## src/rtl/ahb_slave_mem_if.sv

```systemverilog
// AHB-Lite bus bundle for one subordinate slot of the decoder/mux.
// The master side drives address/control/write data and the muxed Hready;
// the slave side returns Hreadyout, Hresp and Hrdata.
interface ahb_slave_mem_if;
    logic        Hsel;
    logic [31:0] Haddr;
    logic [1:0]  Htrans;
    logic        Hwrite;
    logic [2:0]  Hsize;
    logic [31:0] Hwdata;
    logic        Hready;
    logic        Hreadyout;
    logic        Hresp;
    logic [31:0] Hrdata;

    modport slave (
        input  Hsel, Haddr, Htrans, Hwrite, Hsize, Hwdata, Hready,
        output Hreadyout, Hresp, Hrdata
    );

    modport master (
        output Hsel, Haddr, Htrans, Hwrite, Hsize, Hwdata, Hready,
        input  Hreadyout, Hresp, Hrdata
    );
endinterface

```

## src/rtl/ahb_slave_mem.sv

```systemverilog
// ahb_slave_mem: word-addressed AHB-Lite subordinate backed by a register-file memory.
// Pipelined address/data phases, 32-bit word accesses only, two-cycle ERROR response
// for illegal transfers (wrong size, misaligned, or beyond 4*DEPTH bytes).
// Optional feature macro: AHB_SLAVE_WAIT_EN inserts WAIT_CYCLES wait states per legal
// transfer; without it every legal transfer is zero-wait and WAIT_CYCLES is ignored.
module ahb_slave_mem #(
    parameter int unsigned DEPTH       = 16,
    parameter int unsigned WAIT_CYCLES = 2
) (
    input  logic           Hclk,
    input  logic           Hreset,
    ahb_slave_mem_if.slave bus
);

    localparam int unsigned AW = $clog2(DEPTH);

    typedef enum logic [1:0] {
        StIdle,
        StData,
        StErr1,
        StErr2
    } state_e;

    // Elaboration-time parameter sanity checks.
    if (DEPTH < 2 || DEPTH > 256 || (DEPTH & (DEPTH - 1)) != 0) begin : g_bad_depth
        $error("ahb_slave_mem: DEPTH must be a power of two in 2..256");
    end
    if (WAIT_CYCLES > 15) begin : g_bad_wait
        $error("ahb_slave_mem: WAIT_CYCLES must be in 0..15");
    end

    state_e        r_state;
    state_e        w_state_next;
    logic [31:0]   r_mem [DEPTH];
    logic [AW-1:0] r_idx;
    logic          r_write;
    logic [31:0]   r_rdata;

    logic          w_readyout;
    logic          w_resp;
    logic          w_wait_zero;
    logic          w_accept;
    logic          w_legal;
    logic          w_take;
    logic          w_wr_done;
    logic [AW-1:0] w_idx;
    logic          w_unused_htrans0;

`ifdef AHB_SLAVE_WAIT_EN
    logic [3:0]    r_wait_cnt;
`endif

    // Only NONSEQ/SEQ carry a transfer; IDLE and BUSY differ in Htrans[0] alone.
    assign w_unused_htrans0 = bus.Htrans[0];

    // Address-phase decode.
    assign w_accept = bus.Hsel && bus.Hready && bus.Htrans[1];
    assign w_idx    = bus.Haddr[AW+1:2];
    assign w_legal  = (bus.Hsize == 3'b010) && (bus.Haddr[1:0] == 2'b00)
                   && (bus.Haddr[31:AW+2] == '0);

    // A new address phase is only taken when our own data phase (if any) is finishing,
    // which keeps the hold rule intact even if Hready were asserted out of turn.
    assign w_take    = w_accept && w_readyout;
    assign w_wr_done = (r_state == StData) && w_readyout && r_write;

`ifdef AHB_SLAVE_WAIT_EN
    assign w_wait_zero = (r_wait_cnt == 4'd0);
`else
    assign w_wait_zero = 1'b1;
`endif

    // FSM state register.
    always_ff @(posedge Hclk or posedge Hreset) begin
        if (Hreset) begin
            r_state <= StIdle;
        end else begin
            r_state <= w_state_next;
        end
    end

    // FSM next state: ERR1 always proceeds to ERR2; every other state moves on only when
    // its data phase completes, to whatever the same-edge address phase calls for.
    always_comb begin
        w_state_next = r_state;
        case (r_state)
            StErr1: w_state_next = StErr2;
            default: begin
                if (w_readyout) begin
                    if (w_accept) begin
                        w_state_next = w_legal ? StData : StErr1;
                    end else begin
                        w_state_next = StIdle;
                    end
                end
            end
        endcase
    end

    // FSM outputs: ready/response per state.
    always_comb begin
        w_readyout = 1'b1;
        w_resp     = 1'b0;
        case (r_state)
            StIdle: begin
                w_readyout = 1'b1;
                w_resp     = 1'b0;
            end
            StData: begin
                w_readyout = w_wait_zero;
                w_resp     = 1'b0;
            end
            StErr1: begin
                w_readyout = 1'b0;
                w_resp     = 1'b1;
            end
            StErr2: begin
                w_readyout = 1'b1;
                w_resp     = 1'b1;
            end
            default: begin
                w_readyout = 1'b1;
                w_resp     = 1'b0;
            end
        endcase
    end

    // Capture the accepted address phase for the following data phase.
    always_ff @(posedge Hclk or posedge Hreset) begin
        if (Hreset) begin
            r_idx   <= '0;
            r_write <= 1'b0;
        end else if (w_take) begin
            r_idx   <= w_idx;
            r_write <= bus.Hwrite;
        end
    end

`ifdef AHB_SLAVE_WAIT_EN
    // Wait-state counter: reloaded on each legal accept, counts down to zero.
    always_ff @(posedge Hclk or posedge Hreset) begin
        if (Hreset) begin
            r_wait_cnt <= 4'd0;
        end else if (w_take && w_legal) begin
            r_wait_cnt <= 4'(WAIT_CYCLES);
        end else if (r_wait_cnt != 4'd0) begin
            r_wait_cnt <= r_wait_cnt - 4'd1;
        end
    end
`endif

    // Memory array: cleared on reset, written when a write data phase completes.
    always_ff @(posedge Hclk or posedge Hreset) begin
        if (Hreset) begin
            for (int i = 0; i < int'(DEPTH); i++) begin
                r_mem[i] <= '0;
            end
        end else if (w_wr_done) begin
            r_mem[r_idx] <= bus.Hwdata;
        end
    end

    // Read data register: loaded at a legal read accept, forwarding a same-edge write.
    always_ff @(posedge Hclk or posedge Hreset) begin
        if (Hreset) begin
            r_rdata <= '0;
        end else if (w_take && w_legal && !bus.Hwrite) begin
            if (w_wr_done && (r_idx == w_idx)) begin
                r_rdata <= bus.Hwdata;
            end else begin
                r_rdata <= r_mem[w_idx];
            end
        end
    end

    assign bus.Hreadyout = w_readyout;
    assign bus.Hresp     = w_resp;
    assign bus.Hrdata    = r_rdata;

endmodule

```

## src/flat_wrapper.sv

```systemverilog
// flat-port wrapper written by rule: the top's interface ports become plain ports
module ahb_slave_mem_flat 
#(
    parameter int unsigned DEPTH       = 16,
    parameter int unsigned WAIT_CYCLES = 2
)
  (Hclk, Hreset, bus_Hsel, bus_Haddr, bus_Htrans, bus_Hwrite, bus_Hsize, bus_Hwdata, bus_Hready, bus_Hreadyout, bus_Hresp, bus_Hrdata);
  ahb_slave_mem_if bus_i ();
  input  logic Hclk;
  input  logic Hreset;
  input wire logic [$bits(bus_i.Hsel)-1:0] bus_Hsel;
  input wire logic [$bits(bus_i.Haddr)-1:0] bus_Haddr;
  input wire logic [$bits(bus_i.Htrans)-1:0] bus_Htrans;
  input wire logic [$bits(bus_i.Hwrite)-1:0] bus_Hwrite;
  input wire logic [$bits(bus_i.Hsize)-1:0] bus_Hsize;
  input wire logic [$bits(bus_i.Hwdata)-1:0] bus_Hwdata;
  input wire logic [$bits(bus_i.Hready)-1:0] bus_Hready;
  output wire logic [$bits(bus_i.Hreadyout)-1:0] bus_Hreadyout;
  output wire logic [$bits(bus_i.Hresp)-1:0] bus_Hresp;
  output wire logic [$bits(bus_i.Hrdata)-1:0] bus_Hrdata;
  assign bus_i.Hsel = bus_Hsel;
  assign bus_i.Haddr = bus_Haddr;
  assign bus_i.Htrans = bus_Htrans;
  assign bus_i.Hwrite = bus_Hwrite;
  assign bus_i.Hsize = bus_Hsize;
  assign bus_i.Hwdata = bus_Hwdata;
  assign bus_i.Hready = bus_Hready;
  assign bus_Hreadyout = bus_i.Hreadyout;
  assign bus_Hresp = bus_i.Hresp;
  assign bus_Hrdata = bus_i.Hrdata;
  ahb_slave_mem #(.DEPTH(DEPTH), .WAIT_CYCLES(WAIT_CYCLES)) u_core (.Hclk(Hclk), .Hreset(Hreset), .bus(bus_i));
endmodule
```

## config.mk

```make
export PLATFORM = sky130hd
export DESIGN_NAME = ahb_slave_mem_flat
export DESIGN_NICKNAME = d
export VERILOG_FILES = /design/src/rtl/ahb_slave_mem_if.sv /design/src/rtl/ahb_slave_mem.sv /design/src/flat_wrapper.sv
export SDC_FILE = /design/constraint.sdc
export NUM_CORES = 1
export LEC_CHECK = 0
export CAP_MARGIN = 10
export CORE_MARGIN = 2
export CORE_UTILIZATION = 35
export DETAILED_ROUTE_END_ITERATION = 8
export PLACE_DENSITY = 0.58
export SYNTH_ARGS = -nofsm -noshare
export SYNTH_HDL_FRONTEND = slang
export SYNTH_SLANG_ARGS = --single-unit
export TNS_END_PERCENT = 50
```

## constraint.sdc

```tcl
create_clock -name Hclk -period 24.4 [get_ports Hclk]
set_input_delay 3.66 -clock Hclk [delete_from_list [all_inputs] [get_ports Hclk]]
set_output_delay 3.66 -clock Hclk [all_outputs]
set_load 0.05 [all_outputs]
```

# Word-level counts from Yosys, hierarchy flattened
# Index checks and enable logic that the tools add are counted.
[totals] mem_count=0 ram_bits=0 out_inout_bits=34 rom_bits=0 input_bits=74 latch_bits=0 wordCells=62 reg_bits=551
[classes] addsub=0 bitwise_logic=2 shifts=0 magnitude_cmp=3 reduce_logical=19 div=0 muxes=13 n_mul=0 n_eq_ne=5
[ops] operator="512-bit bitwise mux" count=1
[ops] operator="32-bit binary-select mux with 4-bit select" count=1
[ops] operator="32-bit demux with 4-bit select" count=1
[ops] operator="32-bit 2-to-1 mux" count=4
[ops] operator="26-bit logical NOT" count=1
[ops] operator="1-bit logical AND" count=11
[ops] operator="5-bit greater-or-equal comparator, second input constant" count=2
[ops] operator="4-bit NOT with 5-bit output" count=2
[ops] operator="2-bit 2-to-1 mux" count=4
[ops] operator="5-bit by 1-bit < comparator with 1-bit output, second input constant" count=1
[ops] operator="2-bit equality test, second input constant" count=2
[ops] operator="4-bit equality test" count=1
[ops] operator="2-bit logical NOT" count=2
[ops] operator="1-bit one-hot mux with 2 select lines" count=2
[ops] operator="2-bit OR reduction" count=2
[ops] operator="3-bit by 2-bit equality test with 1-bit output, second input constant" count=1
[ops] operator="3-bit OR reduction" count=1
[ops] operator="2-bit by 1-bit equality test with 1-bit output, second input constant" count=1
[ops] operator="2-bit nonzero test" count=1
[ops] operator="1-bit logical NOT" count=1

# Logic depth before layout (Yosys ltp)
# Gate-level depths: netlist (run 1).
[logic_depth] depth_word=7 depth_mapped=8

# Worst setup path before layout (run 1)
# No wires, ideal clock.
[synth_timing] path_kind="input to register" from="input bus_Haddr[2]" to="register u_core.r_rdata[1] (netlist: u_core.bus.Hrdata[1])" setup_slack_ps=19174 path_buffers=3 cell_stages=8 t_arrival_ps=5104 setup_time_ps=122 path_cell_list="buf_2 buf_2 buf_4 mux4_2 a22oi_1 nand2_1 nand2_1 a21oi_1"
[synth_between] elab_chain_len=5 elab_cells_between_ends=7
[synth_rtl] element="from (decl)" line="flat_wrapper.sv:12" source="input wire logic [$bits(bus_i.Haddr)-1:0] bus_Haddr;"
[synth_rtl] element="4-bit NOT with 5-bit output (not written as such)" line="ahb_slave_mem.sv:171" source="r_rdata <= r_mem[w_idx];"
[synth_rtl] element="32-bit binary-select mux with 4-bit select" line="ahb_slave_mem.sv:171"
[synth_rtl] element="32-bit 2-to-1 mux (not written as such) (2 in a row)" line="ahb_slave_mem.sv:171"
[synth_rtl] element="32-bit 2-to-1 mux (*)" line="ahb_slave_mem.sv:168" source="if (w_wr_done && (r_idx == w_idx)) begin"
[synth_rtl] element="to (signal assigned)" line="ahb_slave_mem.sv:169" source="r_rdata <= bus.Hwdata;"
[synth_rtl] element="to (signal assigned)" line="ahb_slave_mem.sv:171"
[synth_rtl] element="to (decl)" line="ahb_slave_mem.sv:37" source="logic [31:0] r_rdata;"
# Mark *: on every way between the ends. The rest lies on a longest branch, timed or not. The select of a mux whose other input is x is not followed.
# A chain may end at the register's enable or synchronous reset.

# Worst setup path after layout (run 1)
[layout_timing] from="input bus_Haddr[2]" to="register u_core.r_rdata[27] (netlist: u_core.bus.Hrdata[27])"
# The elaborated chain is that of the path after synthesis.

==> impl_metrics.toml, run 1 <==
[synthesis]
synth_edf_count = 0
post-synth-top-count-cell = "dfrtp_1"
async_reset_ff_frac = 1.00
synth_ff_type = "dfrtp_1"
synth_area_leaders = "dfrtp_1, mux2_2, mux4_2"
synth_common_cells = "dfrtp_1, mux2_2, mux4_2, nand2_1, clkbuf_1"
yosysSeqAreaShare = 0.559
netlist_area_um2 = 24700
syn_avg_cell_area_um2 = 15.2
synthesis.instances = 1624
synth_cell_type_count = 36
ys_warn_count = 0
ys_ff_latch = 551
synth_top_area_frac = 0.559
syn-num-nets = 1698
synth_top_area_cell = "dfrtp_1"

[detailed_routing]
viasPerCell = 5.33
post_drt_wl_per_cell_um = 23.4
wirelength_mm = 62.2
drtIter0Drc = 925
dr.pass1.iters = 5
drc_errors = 0
ant_nets = 0
vias = 14184

[clock_tree]
cts_buffers = 58
cts.clk_slew.worst_paths_ns = 0.06
cts_resized = 0
cts_buffer_depth = 3
postCtsHoldBufs = 0
h-tree-depth = 2
clock-root-buffer = "clkbuf_16"
cts_setup_buffers = 0
clk_latency_ns = 0.62
cts_tree = "yes"
cts.sinks = 551

[run_status]
status = "finished clean"

[finish]
fill_cells = 6436
nets = 1752
syn2layout_area_growth_pct = 15.5
antennaDiodeCount = 0
utilization = 0.407
drive_gt1_frac = 0.450

[grt]
first_global_vias = 15373
grt_pass1_wl_mm = 96.9
grt-ovfl-total = 0
grt_max_degree = 125
grtUsageTotal = 0.173
antenna_found_initial = 0

[timing]
post-route-period-util = 0.272
setup-tns-final_ns = 0
grt_setup_unrepaired = "false"
finalSetupViolCount = 0
layout_setup_ws_ns = 17.75
drv_slew = 0
tightestPinTransition_ns = 1.22
timing.fmax_mhz = 150
fin_skew_ns = 0.0137
holdWs_ns = 0.483
finalHoldViolations = 0
period_needed_ns = 6.65
max_slew_margin = 0.189

[power_and_ir_drop]
clkPwrFrac = 0.292
intPower_mw = 2.20
power_frac_comb = 0.226
power_mw = 2.97
ir_drop_mv = 0.0545
swShare = 0.260
leakagePower_nw = 12.4
powerDensity_nw_per_um2 = 104
p_seq_frac = 0.482
p_sw_mw = 0.771

[run]
drv_cap = 0

[floorplan]
initial_utilization = 0.353
pin_count = 108
die_y_um = 269
row_count = 97
die-area_um2 = 72600
core-area_um2 = 69900
die_w_um = 269

[placed_design]
place.gp.congestion = 0.749
numPortBuffers = 106
post-place-ws_ns = 17.01
hpwlAfterDp_mm = 33.1

[setup_path]
cp.arrival_ns = 7.13
path_class = "input pin to register"
crit_chain = "clkbuf_8 -> buf_4 -> buf_4 -> mux4_2 -> a22oi_1 -> nand2_1 -> nand2_1 -> a21oi_1"
cpMaxStageDelayCell = "buf_4"
worstSetupStartpointType = "input pin"
slowest_delay_ns = 0.87
cp.required_ns = 24.88
cp_max_fo = 51
critical_path.top_delay_family = "buffers and inverters"
path_buf_inv = 3
cp-end-kind = "register"

[hold_path]
hold_path_class = "register to register"
-- registers in the layout (all words and copies together) (netlist names) --
register and flops:
u_core.bus.Hrdata 32, u_core.r_idx 4, u_core.r_mem 512, u_core.r_state 2, u_core.r_write 1
-- final timing paths --
path	start	to	slack (ns)	depth (start not counted)
min reg2reg	u_core.r_mem[501]$_DFFE_PP0P_	u_core.r_mem[501]$_DFFE_PP0P_	0.48	1
min in group asynchronous	Hreset	u_core.r_mem[124]$_DFFE_PP0P_	3.61	2
max in group asynchronous	Hreset	u_core.r_mem[455]$_DFFE_PP0P_	18.39	4
min	u_core.r_mem[501]$_DFFE_PP0P_	u_core.r_mem[501]$_DFFE_PP0P_	0.48	1
max reg2reg	u_core.r_state[1]$_DFFE_PP0P_	u_core.r_mem[363]$_DFFE_PP0P_	21.89	5
max	bus_Haddr[2]	u_core.bus.Hrdata[27]$_DFFE_PP0P_	17.75	8
-- power by group through the flow --
stage / logic [mW] / registers (mW) / clock network, mW
finish: 0.669 / 1.43 / 0.866
detailed placement: 0.675 / 1.44 / 0
CTS: 0.678 / 1.43 / 0.888
floorplan: 0.565 / 1.39 / 0
global placement: 0.650 / 1.42 / 0
global route: 0.729 / 1.47 / 0.927
-- layout by cell type, fill, tap and decap left out, types with 2 or more instances in the layout --
master	Yosys	final
a21oi_1	64	64
a22oi_1	64	64
and4_1	3	2
buf_4	4	29
clkbuf_1	68	13
clkbuf_16	0	61
clkbuf_8	0	16
clkdlybuf4s50_1	0	104
clkinv_2	0	13
clkinvlp_4	0	2
dfrtp_1	551	551
mux2_1	19	19
mux2_2	498	498
mux4_2	128	128
nand2_1	72	66
nand2_2	0	6
nand2b_1	2	2
nand3_2	0	3
nand4_1	3	3
nor2_1	41	37
nor2_4	2	7
nor2b_1	5	3
nor2b_4	0	2
nor3_1	2	2
nor3_4	1	2
nor4_1	6	6
xnor2_1	2	2
xor2_1	2	2
-- area by class of cell --
| type | count | area, µm² | share of cell area |
|---|---|---|---|
| Clock buffer | 89 | 1780 | 0.0626 |
| Inverter | 2 | 15.0 | 0.000527 |
| Timing Repair Buffer | 135 | 1280 | 0.0451 |
| Sequential cell | 551 | 13800 | 0.484 |
| Tap cell | 940 | 1180 | 0.0413 |
| Multi-Input combinational cell | 930 | 10300 | 0.363 |
| Clock inverter | 16 | 88.8 | 0.00312 |
-- logic make-up after synthesis --
logic type / after synthesis / synth area share
AND/OR/NAND/NOR: 151 / 0.0284
buffers and inverters: 143 / 0.0253
AO/OA/AOI/OAI: 130 / 0.0330
flip-flops: 551 / 0.559
multiplexers: 645 / 0.353
XOR/XNOR: 4 / 0.00142
-- worst reg2reg max path, stage by stage, from the launching register on --
cell and delay (ns):
dfrtp_1 0.40, nor2_1 0.22, nand3b_1 0.37, nor3_4 0.32, buf_4 0.64, mux2_2 0.44
-- routing by layer --
layer  track usage  share of wire  vias to the layer above
li1              -              -                     6118
met5             0              0                        -
met3        0.0224          0.038                       66
met4        0.0431          0.016                        0
met1         0.251           0.48                     7701
met2         0.277           0.47                      299
-- per-stage QoR --
stage,cell area (µm²),std cells
2_1_floorplan,24700,1624
3_3_place_gp,26600,2558
3_5_place_dp,26600,2558
4_1_cts,28500,2663
5_1_grt,28500,2663
6_report,28500,2663
No activity file was read; power rests on OpenSTA's default activity.
==> run 2, diff against run 1 <==
==> constraint.sdc (replaced) <==
create_clock -name Hclk -period 6.9 [get_ports Hclk]
set_input_delay 1.035 -clock Hclk [delete_from_list [all_inputs] [get_ports Hclk]]
set_output_delay 1.035 -clock Hclk [all_outputs]
set_load 0.05 [all_outputs]
==> impl_metrics.toml, run 2 (synthesized netlist as in run 1, its figures left out) <==
[finish]
utilization = 0.409
nets = 1752
syn2layout_area_growth_pct = 15.9
drive_gt1_frac = 0.448
layout_commonest_cell = "dfrtp_1"
antennaDiodeCount = 0
largest_reg_flops = 512
largest_register = "u_core.r_mem"
final_cell_mix = "dfrtp_1, mux2_2, mux4_2"
fill_cells = 6473

[grt]
grt-ovfl-total = 0
antenna_found_initial = 0
grt_max_degree = 142
first_global_vias = 15305
grt_pass1_wl_mm = 98.2
grtUsageTotal = 0.177

[floorplan]
die-area_um2 = 72600
row_count = 97
die_w_um = 269
die_y_um = 269
initial_utilization = 0.353
pin_count = 108
core-area_um2 = 69900

[placed_design]
place.gp.congestion = 0.739
numPortBuffers = 106
hpwlAfterDp_mm = 33.6

[timing]
period_needed_ns = 3.16
drv_slew = 0
finalSetupViolCount = 0
max_slew_margin = 0.259
finalHoldViolations = 0
grt_setup_unrepaired = "false"
tightestPinTransition_ns = 1.11
timing.fmax_mhz = 316
setup-tns-final_ns = 0
fin_skew_ns = 0.0133
post-route-period-util = 0.458

[clock_tree]
clock-root-buffer = "clkbuf_16"
h-tree-depth = 2
cts_tree = "yes"
clk_latency_ns = 0.62
cts_buffer_depth = 3
cts.sinks = 551
cts_setup_buffers = 0
cts.clk_slew.worst_paths_ns = 0.06
cts_resized = 0
postCtsHoldBufs = 0
cts_buffers = 57

[detailed_routing]
wirelength_mm = 63.5
dr.pass1.iters = 5
viasPerCell = 5.41
drc_errors = 0
top_layer = "met4"
post_drt_wl_per_cell_um = 23.9
vias = 14409
wl_met3_mm = 2.90
drtIter0Drc = 960
dr_wl_met2_mm = 29.3
m1WireLength_mm = 30.4
ant_nets = 0

[setup_path]
cp.required_ns = 7.39
cp.arrival_ns = 3.65
rr_worst_depth = 5
cp-end-kind = "register"
reg2reg_to = "u_core.r_mem[397]$_DFFE_PP0P_"
r2r_setup_slack_ns = 4.13
r2r_start = "u_core.r_state[1]$_DFFE_PP0P_"
cp_max_fo = 85
worstSetupStartpointType = "input pin"
path_class = "input pin to register"

[run]
drv_cap = 0

[power_and_ir_drop]
powerDensity_nw_per_um2 = 371
leakagePower_nw = 12.4
ir_drop_mv = 0.197

[run_status]
status = "finished clean"

[hold_path]
holdPathEnd = "u_core.r_mem[469]$_DFFE_PP0P_"
hold_path_class = "register to register"
min_from = "u_core.r_mem[469]$_DFFE_PP0P_"
hold_path_depth = 1
==> run 2: routing by layer <==
layer | track usage | vias to the layer above
met3 | 0.0321 | 60
met2 | 0.273 | 313
li1 | - | 6123
met4 | 0.0349 | 0
met5 | 0 | -
met1 | 0.262 | 7913
==> run 2: critical path, cell delays in order <==
cell	delay, ns
buf_6	0.66
buf_4	0.76
mux4_2	0.42
a22oi_1	0.22
nand2_1	0.19
nand2_1	0.11
a21oi_1	0.07
==> run 2: final cells by class <==
class / instances / area (µm²) / area share
multi-input combinational: 930 / 10300 / 0.362
clock buffer: 90 / 1730 / 0.0606
tap: 940 / 1180 / 0.0412
clock inverter: 12 / 186 / 0.00652
sequential: 551 / 13800 / 0.482
timing repair buffer: 136 / 1340 / 0.0469
inverter: 2 / 11.3 / 0.000394
==> run 2: how the worst max path moves through the flow <==
stage / end / from
floorplan: u_core.bus.Hrdata[0]$_DFFE_PP0P_ / Hreset
global placement: u_core.bus.Hrdata[27]$_DFFE_PP0P_ / bus_Haddr[3]
detailed placement: u_core.bus.Hrdata[27]$_DFFE_PP0P_ / bus_Haddr[3]
CTS: bus_Hreadyout / u_core.r_state[1]$_DFFE_PP0P_
global route: u_core.bus.Hrdata[27]$_DFFE_PP0P_ / bus_Haddr[18]
finish: u_core.bus.Hrdata[27]$_DFFE_PP0P_ / bus_Haddr[3]
==> run 2: through the flow <==
step / hold slack (ns) / instance area [µm²] / power [mW] / cells / setup WS, ns
after floorplan: 0.453 / 24700 / 6.90 / 1624 / -1.63
after global placement: 0.463 / 26700 / 7.32 / 2559 / 3.13
after detailed placement: 0.476 / 26700 / 7.52 / 2559 / 3.15
after CTS: 0.490 / 28600 / 10.7 / 2661 / 3.74
after global routing: 0.496 / 28600 / 11.2 / 2661 / 3.64
final: 0.486 / 28600 / 10.6 / 2661 / 3.74
==> run 2: power by group <==
part / leakage, nW / internal, mW / switching (mW)
registers: 6.98 / 4.46 / 0.612
logic: 4.46 / 1.54 / 0.838
clock network: 0.945 / 1.86 / 1.29
